## src/rtl/hazard_scoreboard.sv

```systemverilog
// GRF write-side hazard scoreboard: tracks E/M/W destination slots with Tnew and
// answers D-stage reads with stall + forward select. Optional MDU stall via SB_MDU_STALL_EN.
module hazard_scoreboard #(
   parameter int ADDR_W = 5,
   parameter int TNEW_W = 2
) (
   input  logic              clk,
   input  logic              reset,
`ifdef SB_MDU_STALL_EN
   input  logic              mdu_busy,
   input  logic              d_is_md,
`endif
   input  logic              d_valid,
   input  logic [ADDR_W-1:0] d_wa,
   input  logic [TNEW_W-1:0] d_tnew,
   input  logic [ADDR_W-1:0] d_rs,
   input  logic              d_rs_used,
   input  logic [TNEW_W-1:0] d_rs_tuse,
   input  logic [ADDR_W-1:0] d_rt,
   input  logic              d_rt_used,
   input  logic [TNEW_W-1:0] d_rt_tuse,
   input  logic              flush,
   output logic              stall,
   output logic [1:0]        rs_fwd_sel,
   output logic [1:0]        rt_fwd_sel,
   output logic              w_valid,
   output logic [ADDR_W-1:0] w_wa
);

   localparam logic [TNEW_W-1:0] TNEW_ONE = 1;

   logic              e_valid_q, m_valid_q, w_valid_q;
   logic [ADDR_W-1:0] e_wa_q, m_wa_q, w_wa_q;
   logic [TNEW_W-1:0] e_tnew_q, m_tnew_q, w_tnew_q;

   logic              e_valid_d;
   logic [ADDR_W-1:0] e_wa_d;
   logic [TNEW_W-1:0] e_tnew_d;

   logic [2:0]        rs_res, rt_res;
   logic              stall_raw;
   logic              mdu_stall;

   function automatic logic [TNEW_W-1:0] dec_sat(input logic [TNEW_W-1:0] t);
      return (t == '0) ? '0 : t - TNEW_ONE;
   endfunction

   // Returns {stall, fwd_sel}; only the nearest matching slot is considered.
   function automatic logic [2:0] resolve(input logic [ADDR_W-1:0] ra,
                                          input logic              used,
                                          input logic [TNEW_W-1:0] tuse);
      logic [2:0] r;
      r = '0;
      if (used && (ra != '0)) begin
         if (e_valid_q && (e_wa_q == ra)) begin
            r = {e_tnew_q > tuse, (e_tnew_q == '0) ? 2'b10 : 2'b00};
         end else if (m_valid_q && (m_wa_q == ra)) begin
            r = {m_tnew_q > tuse, (m_tnew_q == '0) ? 2'b01 : 2'b00};
         end else if (w_valid_q && (w_wa_q == ra)) begin
            r = {w_tnew_q > tuse, 2'b00};
         end
      end
      return r;
   endfunction

`ifdef SB_MDU_STALL_EN
   assign mdu_stall = mdu_busy & d_is_md;
`else
   assign mdu_stall = 1'b0;
`endif

   always_comb begin
      rs_res     = resolve(d_rs, d_rs_used, d_rs_tuse);
      rt_res     = resolve(d_rt, d_rt_used, d_rt_tuse);
      stall_raw  = rs_res[2] | rt_res[2] | mdu_stall;
      stall      = 1'b0;
      rs_fwd_sel = 2'b00;
      rt_fwd_sel = 2'b00;
      if (!reset) begin
         stall      = stall_raw;
         rs_fwd_sel = rs_res[1:0];
         rt_fwd_sel = rt_res[1:0];
      end
   end

   // A stalled or flushed D instruction becomes an all-zero bubble in E.
   always_comb begin
      e_valid_d = 1'b0;
      e_wa_d    = '0;
      e_tnew_d  = '0;
      if (!(stall || flush)) begin
         e_valid_d = d_valid & (d_wa != '0);
         e_wa_d    = d_wa;
         e_tnew_d  = d_tnew;
      end
   end

   always_ff @(posedge clk) begin
      if (reset) begin
         e_valid_q <= 1'b0;
         e_wa_q    <= '0;
         e_tnew_q  <= '0;
         m_valid_q <= 1'b0;
         m_wa_q    <= '0;
         m_tnew_q  <= '0;
         w_valid_q <= 1'b0;
         w_wa_q    <= '0;
         w_tnew_q  <= '0;
      end else begin
         w_valid_q <= m_valid_q;
         w_wa_q    <= m_wa_q;
         w_tnew_q  <= dec_sat(m_tnew_q);
         m_valid_q <= e_valid_q;
         m_wa_q    <= e_wa_q;
         m_tnew_q  <= dec_sat(e_tnew_q);
         e_valid_q <= e_valid_d;
         e_wa_q    <= e_wa_d;
         e_tnew_q  <= e_tnew_d;
      end
   end

   assign w_valid = w_valid_q;
   assign w_wa    = w_wa_q;

endmodule

```

## config.mk

```make
export PLATFORM = sky130hd
export DESIGN_NAME = hazard_scoreboard
export DESIGN_NICKNAME = d
export VERILOG_FILES = /design/src/rtl/hazard_scoreboard.sv
export SDC_FILE = /design/constraint.sdc
export NUM_CORES = 1
export LEC_CHECK = 0
export BUFFER_PORTS_ARGS = -buffer_cell sky130_fd_sc_hd__buf_4
export CORE_MARGIN = 2
export CORE_UTILIZATION = 35
export CTS_CLUSTER_SIZE = 40
export DETAILED_ROUTE_END_ITERATION = 7
export HOLD_SLACK_MARGIN = 0.05
export PLACE_DENSITY = 0.6
export SETUP_SLACK_MARGIN = 0.15
export SYNTH_ARGS = -nofsm -noshare
export SYNTH_HDL_FRONTEND = slang
export SYNTH_SLANG_ARGS = --single-unit
```

## constraint.sdc

```tcl
create_clock -name clk -period 2.4 [get_ports clk]
set_input_delay 0.48 -clock clk [delete_from_list [all_inputs] [get_ports clk]]
set_output_delay 0.48 -clock clk [all_outputs]
set_load 0.02 [all_outputs]
```

==> impl_metrics.json, run 1 <==
{
  "synth_top_area_cell": "dfxtp_1",
  "p_int_uw": 747.3,
  "ant_nets": 0,
  "first_global_vias": 1354,
  "slew_headroom_pct": 79.68,
  "finalHoldViolCount": 0,
  "layout.nets": 254,
  "setup_viol": 1,
  "die-height_um": 69.66,
  "combPwrFrac_pct": 21.9,
  "power_density_nw_per_um2": 443.0,
  "synth_top_cells_by_count": "dfxtp_1 (24), nor2b_1 (16), xor2_1 (16)",
  "pwr-share-seq_pct": 42.3,
  "crit_path_max_fanout": 2,
  "syn-instance-count": 154,
  "numClockSinks": 24,
  "yosys_warnings": 0,
  "fin_crit_sh_pct": 106.9,
  "p_sw_share_pct": 25.39,
  "ys_ff_latch": 24,
  "drive_gt1_share_pct": 45.75,
  "port_buffers": 37,
  "clk_pin_slew_ns": 0.09,
  "ctsHoldBuffers": 0,
  "violations": "setup timing",
  "status": "finished with violations",
  "row_count": 23,
  "ys_seq_area_share_pct": 31.84,
  "drc": 0,
  "synth_area_per_cell_um2": 9.798,
  "clock_latency_ns": 0.27,
  "crit_required_ns": 1.92,
  "globalplace.congestion": 0.8996,
  "grt_overflow": 0,
  "drt_iter0_drc": 37,
  "die_width_um": 69.66,
  "tightest_slew_ns": 0.3027,
  "fin_skew_ns": 0.005701,
  "post-route-min-period_ns": 2.565,
  "yosys_most_used_dff": "dfxtp_1",
  "rsz0062_at_grt": "yes",
  "dp_hpwl_um": 3044,
  "path_class": "reg -> out",
  "grt_max_degree": 22,
  "synth_edf_count": 0,
  "max-vdd-ir-drop_v": 0.0002783,
  "p_sw_uw": 254.3,
  "power_uw": 1002,
  "p_leak_uw": 0.0009540,
  "synthDominantCellAreaShare_pct": 31.84,
  "coreArea_um2": 4086,
  "routed_wl_um": 3838,
  "fillers": 361,
  "synthToLayoutAreaGrowth_pct": 49.83,
  "ys_types": 37,
  "synth_most_common_cell": "dfxtp_1",
  "clockPowerShare_pct": 35.7,
  "cts_root_buf": "clkbuf_8",
  "wl_per_cell_um": 14.65,
  "syn_area_um2": 1509,
  "crit_path_start_kind": "register",
  "setup_ws_ns": -0.1653,
  "grt_pass1_wl_um": 6361,
  "async_reset_ff_share_pct": 0,
  "antenna_found_initial": 0,
  "io_pins": 38,
  "pre_cts_slack_ns": -0.2455,
  "ctsLongestPathBuffers": 2,
  "cp-end-kind": "output port",
  "slew_violations": 0,
  "synth.area.top_cells": "dfxtp_1 (32%), ha_1 (12%), xor2_1 (9.3%)",
  "syn-num-nets": 195,
  "ctsHtreeMaxLevel": 1,
  "via_per_inst": 4.958,
  "cts_made_buffers": 3,
  "grt_usage_pct": 15.98,
  "start_util_pct": 36.93,
  "crit_arrival_ns": 2.09,
  "die_area_um2": 4853,
  "drv_cap": 0,
  "vias": 1299,
  "drtPass1Iterations": 4,
  "diodes": 0,
  "cts_tree": "built",
  "hp-class": "in -> reg",
  "max_freq_mhz": 389.8
}
## critical path: stages (launching register included)
cell      delay [ns]
dfxtp_2         0.33
inv_2           0.06
ha_4            0.19
a21boi_2        0.14
nand4_2         0.09
a311oi_2        0.29
a211oi_2        0.09
or3_4           0.35
a21oi_4         0.16
buf_6           0.13
## routing by layer
| layer | vias to the layer above | wire length, um | GRT usage [%] |
|---|---|---|---|
| met5 | - | 0 | 0 |
| met4 | 0 | 68 | 4.915 |
| met3 | 6 | 97 | 1.890 |
| met2 | 26 | 1928 | 28.31 |
| met1 | 624 | 1744 | 20.18 |
| li1 | 643 | - | - |
## placed cells by master (no fill, tap or decap), drive strengths merged, types with 4 or more instances in the layout
cell type,count
a21oi,5
ha,14
inv,11
nor4,6
xnor2,14
nor3,4
dfxtp,24
and2,10
buf,56
xor2,16
nor2b,17
## registers in the layout (all words and copies together), names as in the netlist
register   count
m_wa_q         5
w_wa           5
w_valid        1
e_tnew_q       2
m_tnew_q       2
w_tnew_q       2
e_valid_q      1
m_valid_q      1
e_wa_q         5
## path summary, 6_finish.rpt
kind / start / endpoint / slack, ns / cells after the start
hold / removal: d_tnew[0] / e_tnew_q[0]$_SDFF_PP0_ / 0.41 / 2
setup / recovery: w_tnew_q[0]$_SDFF_PP0_ / stall / -0.17 / 9
hold reg to reg: e_tnew_q[0]$_SDFF_PP0_ / m_tnew_q[0]$_SDFF_PP0_ / 0.42 / 1
setup reg to reg: w_tnew_q[1]$_SDFF_PP0_ / e_valid_q$_SDFF_PP0_ / 0.43 / 8
## cell type report
class | count | area (um^2) | share of cell area, %
clock inverters | 1 | 30.03 | 1.328
well taps | 50 | 62.56 | 2.767
multi-input cells | 117 | 1147 | 50.75
repair buffers | 56 | 446.7 | 19.76
clock buffers | 3 | 41.29 | 1.826
flip-flops and latches | 24 | 489.2 | 21.64
inverters | 11 | 43.79 | 1.937
## kinds of logic (layout without fill, tap and decap cells)
kind of cell    after synthesis  in the layout  share of synthesized area (%)
buf+inv                      13             71                          3.234
flops                        24             24                          31.84
compound gates               20             20                          12.77
simple gates                 53             53                          23.13
xor+xnor                     30             30                          17.41
fa+ha+maj                    14             14                          11.61
## per-stage QoR
stage          utilization [%]  cells  instance area (um^2)  hold slack [ns]  TNS (ns)
3_3_place_gp             48.65    253                  1988           0.4139   -0.2057
6_report                 55.33    262                  2261           0.4141   -0.1653
5_1_grt                  55.33    262                  2261           0.4169   -0.2632
3_5_place_dp             48.65    253                  1988           0.4127   -0.2455
4_1_cts                  53.43    261                  2183           0.4089   -0.2287
2_1_floorplan                -    154                  1550           0.3912         0
## power by group through the flow
stage | combinational (uW) | clock [uW] | sequential (uW)
2_1_floorplan | 105 | 0 | 432
5_1_grt | 240 | 381 | 426
3_3_place_gp | 185 | 0 | 432
6_report | 219 | 358 | 424
3_5_place_dp | 191 | 0 | 433
4_1_cts | 209 | 366 | 424
## what timing repair did
action / in CTS / in global routing
pin swaps: 9 / 11
endpoints found under the setup margin: 5 / 4
buffers inserted: 4 / 1
gates resized for setup: 21 / 15
(Power assumes the default switching activity.)
==> inputs of run 2 (changes only) <==
==> constraint.sdc (replaced) <==
create_clock -name clk -period 2.33 [get_ports clk]
set_input_delay 0.466 -clock clk [delete_from_list [all_inputs] [get_ports clk]]
set_output_delay 0.466 -clock clk [all_outputs]
set_load 0.02 [all_outputs]
==> impl_metrics.json, run 2 (same netlist as run 1, synthesis figures left out) <==
{
  "wl_per_cell_um": 14.42,
  "fin_crit_sh_pct": 110.0,
  "drv_cap": 0,
  "dp_hpwl_um": 3013,
  "path_class": "reg -> out",
  "ant_nets": 0,
  "routed_wl_um": 3808,
  "die_width_um": 69.66,
  "cp-end-kind": "output port",
  "holdPathStages": 2,
  "setup_viol": 3,
  "hold_end": "e_tnew_q[0]$_SDFF_PP0_",
  "grt_usage_pct": 16.05,
  "max_freq_mhz": 390.3,
  "finalHoldViolCount": 0,
  "grt_pass1_wl_um": 6334,
  "reg2reg_depth": 10,
  "worstHoldStart": "d_tnew[0]",
  "crit_path_start_kind": "register",
  "first_global_vias": 1372,
  "cp_cell_sequence": "xor2_1 > nor4_2 > and3_1 > buf_4 > nor2b_1 > or3_4 > a21oi_4 > buf_6",
  "slew_headroom_pct": 80.76,
  "hp-class": "in -> reg",
  "ctsHoldBuffers": 0,
  "final_common_cell": "buf_4",
  "start_util_pct": 36.93,
  "antenna_found_initial": 0,
  "setup_ws_ns": -0.2324,
  "drive_gt1_share_pct": 47.20,
  "die-height_um": 69.66,
  "ctsLongestPathBuffers": 2,
  "clk_pin_slew_ns": 0.09,
  "drt_iter0_drc": 20,
  "numClockSinks": 24,
  "grt_overflow": 0,
  "pre_cts_slack_ns": -0.2935,
  "post-route-min-period_ns": 2.562,
  "timing.rr.start": "w_tnew_q[0]$_SDFF_PP0_",
  "port_buffers": 37,
  "synthToLayoutAreaGrowth_pct": 48.26,
  "fillers": 359,
  "layout_common_cells": "buf_4 (53), nor2b_1 (16), dfxtp_1 (16)",
  "cts_tree": "built",
  "rsz0062_at_grt": "yes",
  "clock_latency_ns": 0.27,
  "cpPeakStageDelay_ns": 0.38,
  "drtPass1Iterations": 4,
  "via_per_inst": 4.985,
  "p_leak_uw": 0.0009552,
  "tightest_slew_ns": 0.2876,
  "io_pins": 38,
  "cpMaxStageDelayCell": "dfxtp_1",
  "grt_max_degree": 22,
  "row_count": 23,
  "cts_made_buffers": 3,
  "max-vdd-ir-drop_v": 0.0002688,
  "rr_endpoint": "e_tnew_q[1]$_SDFF_PP0_",
  "cts_root_buf": "clkbuf_8",
  "status": "finished with violations",
  "layout.nets": 256,
  "crit_arrival_ns": 2.10,
  "globalplace.congestion": 0.9218,
  "violations": "setup timing",
  "ctsHtreeMaxLevel": 1,
  "die_area_um2": 4853,
  "coreArea_um2": 4086,
  "slew_violations": 0,
  "drc": 0,
  "diodes": 0,
  "r2r_setup_slack_ns": 0.26,
  "crit_required_ns": 1.86,
  "crit_path_max_fanout": 3,
  "fin_skew_ns": 0.002651,
  "startpoint": "e_wa_q[4]$_SDFF_PP0_",
  "vias": 1316,
  "hold_ws_ns": 0.3910,
  "power_density_nw_per_um2": 460.8,
  "fin_util_pct": 54.75
}
==> run 2: cell types whose count changed in the layout (fill, tap and decap cells not counted), sizes merged <==
cell / delta
buf: +2
==> run 2: routing by layer <==
layer	up-vias	GRT usage [%]	part of all wire [%]	wire length, um
met4	0	3.205	1.2	44
met3	6	2.907	3.6	138
li1	656	-	-	-
met5	-	0	0	0
met2	28	28.53	52	1963
met1	626	20.32	44	1662
==> run 2: how the worst max path moves through the flow <==
| stage | to | slack, ns |
|---|---|---|
| 2_1_floorplan | stall | 0.03 |
| 3_3_place_gp | stall | -0.25 |
| 3_5_place_dp | stall | -0.29 |
| 4_1_cts | stall | -0.30 |
| 5_1_grt | stall | -0.33 |
| 6_report | stall | -0.23 |
==> run 2: worst max-delay path: cells and delay by family (launching register included) <==
family	cells	cell delay [ns]
and+or+nand+nor	4	0.78
DFF	1	0.38
buffers and inverters	2	0.27
xor gates and xnor gates	1	0.23
AOI/OAI and AO/OA	1	0.16
==> run 2: area by class of cell <==
cell class | count | area [um^2] | share of cell area, %
clock buffers | 3 | 41.29 | 1.846
clock inverters | 1 | 30.03 | 1.342
inverters | 11 | 41.29 | 1.846
multi-input cells | 117 | 1115 | 49.83
flip-flops and latches | 24 | 493.0 | 22.04
well taps | 50 | 62.56 | 2.796
repair buffers | 58 | 454.2 | 20.30
==> run 2: stage by stage <==
stage | power [uW] | TNS, ns | cell area, um^2 | instances
after detailed placement | 644.0 | -0.3026 | 2011 | 256
after floorplan | 552.4 | 0 | 1550 | 154
after global placement | 639.6 | -0.2465 | 2011 | 256
after global routing | 1076 | -0.5829 | 2237 | 264
after CTS | 1027 | -0.3164 | 2176 | 262
final | 1031 | -0.3147 | 2237 | 264
==> run 2: repair_timing <==
action | 4_1_cts | 5_1_grt
gates cloned | 0 | 0
setup buffers | 2 | 2
gates resized for setup | 22 | 10
pin swaps | 11 | 9
setup endpoints to repair | 5 | 5
==> run 2: power breakdown <==
group	leakage (uW)	internal, uW	switching [uW]	total [uW]
Sequential	0.000200	424	13.0	437
Combinational	0.000720	114	105	219
Clock	0.0000357	230	145	375
==> inputs of run 3 (changes only) <==
--- a/config.mk
+++ b/config.mk
@@ -5,13 +5,14 @@
 export SDC_FILE = /design/constraint.sdc
 export NUM_CORES = 1
 export LEC_CHECK = 0
+export ABC_AREA = 1
 export BUFFER_PORTS_ARGS = -buffer_cell sky130_fd_sc_hd__buf_4
 export CORE_MARGIN = 2
 export CORE_UTILIZATION = 35
 export CTS_CLUSTER_SIZE = 40
 export DETAILED_ROUTE_END_ITERATION = 7
 export HOLD_SLACK_MARGIN = 0.05
-export PLACE_DENSITY = 0.6
+export PLACE_DENSITY = 0.59
 export SETUP_SLACK_MARGIN = 0.15
 export SYNTH_ARGS = -nofsm -noshare
 export SYNTH_HDL_FRONTEND = slang
==> impl_metrics.json, run 3 <==
{
  "status": "finished, final reports clean",
  "vias": 1567,
  "clk_pin_slew_ns": 0.08,
  "hp-class": "reg -> reg",
  "crit_required_ns": 1.86,
  "yosys_warnings": 0,
  "fillers": 488,
  "ctsLongestPathBuffers": 2,
  "first_global_vias": 1388,
  "grt_pass1_wl_um": 6313,
  "coreArea_um2": 4354,
  "cp-end-kind": "output port",
  "io_pins": 38,
  "globalplace.congestion": 0.8734,
  "place_area_um2": 1938,
  "crit_path_max_fanout": 2,
  "grt_usage_pct": 16.15,
  "die_area_um2": 5046,
  "hold_ws_ns": 0.4049,
  "die-height_um": 71.04,
  "fin_util_pct": 46.75,
  "grt_max_degree": 22,
  "post_cts_buffers": 0,
  "rsz0062_at_grt": "yes",
  "async_reset_ff_share_pct": 0,
  "synth_top_family_by_area": "simple AND/OR/NAND/NOR gates",
  "synth-compound-area-share_pct": 7.399,
  "drtPass1Iterations": 4,
  "crit_arrival_ns": 1.78,
  "yosys_most_used_dff": "dfxtp_1",
  "layout_common_cells": "nand2_1 (68), inv_1 (40), buf_4 (40)",
  "wl_per_cell_um": 11.44,
  "clock_latency_ns": 0.27,
  "ys_seq_area_share_pct": 30.55,
  "max-vdd-ir-drop_v": 0.0002048,
  "drc": 0,
  "fin_skew_ns": 0.001911,
  "slew_headroom_pct": 81.96,
  "cts_tree": "built",
  "synth_area_per_cell_um2": 6.316,
  "final_common_cell": "nand2_1",
  "final_area_um2": 2036,
  "ctsHoldBuffers": 0,
  "start_util_pct": 36.12,
  "post-route-min-period_ns": 2.249,
  "synthDominantCellAreaShare_pct": 30.55,
  "drt_iter0_drc": 79,
  "synth_most_common_cell": "nand2_1",
  "port_buffers": 37,
  "finalHoldViolCount": 0,
  "synth_edf_count": 0,
  "tightest_slew_ns": 0.2682,
  "ys_types": 21,
  "synth_top_cells_by_count": "nand2_1 (68), inv_1 (43), nor2_1 (36)",
  "layout.nets": 334,
  "fin_crit_sh_pct": 96.52,
  "cts_made_buffers": 3,
  "path_class": "reg -> out",
  "p_leak_uw": 0.001034,
  "ctsHtreeMaxLevel": 1,
  "synth.area.top_cells": "dfxtp_1 (31%), nand2_1 (16%), ha_1 (11%)",
  "die_width_um": 71.04,
  "power_density_nw_per_um2": 428.8,
  "synthToLayoutAreaGrowth_pct": 29.44,
  "diodes": 0,
  "dp_hpwl_um": 3243,
  "crit_path_start_kind": "register",
  "row_count": 24,
  "setup_ws_ns": 0.08106,
  "cts_root_buf": "clkbuf_8",
  "ant_nets": 0,
  "synth_fa_ha_area_share_pct": 11.14,
  "slew_violations": 0,
  "max_freq_mhz": 444.7,
  "fin_setup_tns_ns": 0,
  "syn-instance-count": 249,
  "drv_cap": 0,
  "ys_ff_latch": 24,
  "syn-num-nets": 290,
  "synth.area.mux_share_pct": 0,
  "routed_wl_um": 3924,
  "synth_top_area_cell": "dfxtp_1",
  "synthSimpleGateAreaFrac_pct": 35.72,
  "via_per_inst": 4.569,
  "synth-xor-area-share_pct": 2.784,
  "drive_gt1_share_pct": 23.71,
  "antenna_found_initial": 0,
  "numClockSinks": 24,
  "syn_area_um2": 1573,
  "setup_viol": 0,
  "grt_overflow": 0,
  "pre_cts_slack_ns": 0.05613
}
run 3: cell types whose count changed in the layout (fill, tap and decap cells not counted), sizes merged, moves of 11 or more:
cell   before  now
inv        11   50
nand2       3   70
buf        58   41
nor2        2   38
xor2       16    1
nor2b      17    0
nand3       0   11
run 3: through the flow:
step	total power, uW	cells
floorplan	547.9	249
global placement	625.4	340
detailed placement	627.2	340
CTS	878.0	343
global route	934.7	343
finish	872.9	343
run 3: worst paths after layout:
check                                       startpoint                      to  depth (start not counted)  slack [ns]
worst max-delay path            w_tnew_q[1]$_SDFF_PP0_                   stall                         10        0.08
worst min-delay path            m_tnew_q[0]$_SDFF_PP0_  w_tnew_q[0]$_SDFF_PP0_                          1        0.40
worst max register to register  w_tnew_q[1]$_SDFF_PP0_    e_valid_q$_SDFF_PP0_                         11        0.71
worst min register to register  m_tnew_q[0]$_SDFF_PP0_  w_tnew_q[0]$_SDFF_PP0_                          1        0.40
run 3: area by class of cell:
cell class	count	area [um^2]	area share, %
flip-flops and latches	24	483.0	23.72
well taps	52	65.06	3.196
inverters	50	187.7	9.219
repair buffers	41	311.5	15.30
clock buffers	3	41.29	2.028
multi-input cells	173	947.2	46.53
run 3: cells by family (layout without fill, tap and decap cells):
family / Yosys count / count (layout)
adder cells (fa/ha/maj): 14 / 14
flip-flops: 24 / 24
buffers and inverters: 52 / 94
AND/OR/NAND/NOR: 132 / 132
XOR/XNOR: 5 / 5
AO/OA/AOI/OAI: 22 / 22
run 3: metal layers:
metal / vias up / global-route usage [%] / share of wire (%)
li1: 852 / - / -
met1: 652 / 23.02 / 47
met2: 58 / 24.82 / 43
met3: 5 / 2.849 / 8.4
met4: 0 / 5.031 / 1.4
met5: - / 0 / 0
run 3: worst max-delay path, stage by stage (launching register included):
cell      delay (ns)
dfxtp_2         0.34
ha_4            0.26
inv_1           0.04
o21bai_1        0.14
nand3_1         0.11
nor2_2          0.13
nand2_1         0.07
nand3_2         0.06
nand2_2         0.06
a21oi_2         0.16
buf_6           0.13
run 3: report_power, final:
group | internal [uW] | switching [uW]
Combinational | 86.5 | 105
Sequential | 424 | 10.5
Clock | 116 | 131
run 3: what timing repair did:
| action | in CTS | in global routing |
|---|---|---|
| gates cloned | 0 | 0 |
| gates resized for setup | 5 | 9 |
| pin swaps | 3 | 7 |
| setup endpoints to repair | 1 | 2 |
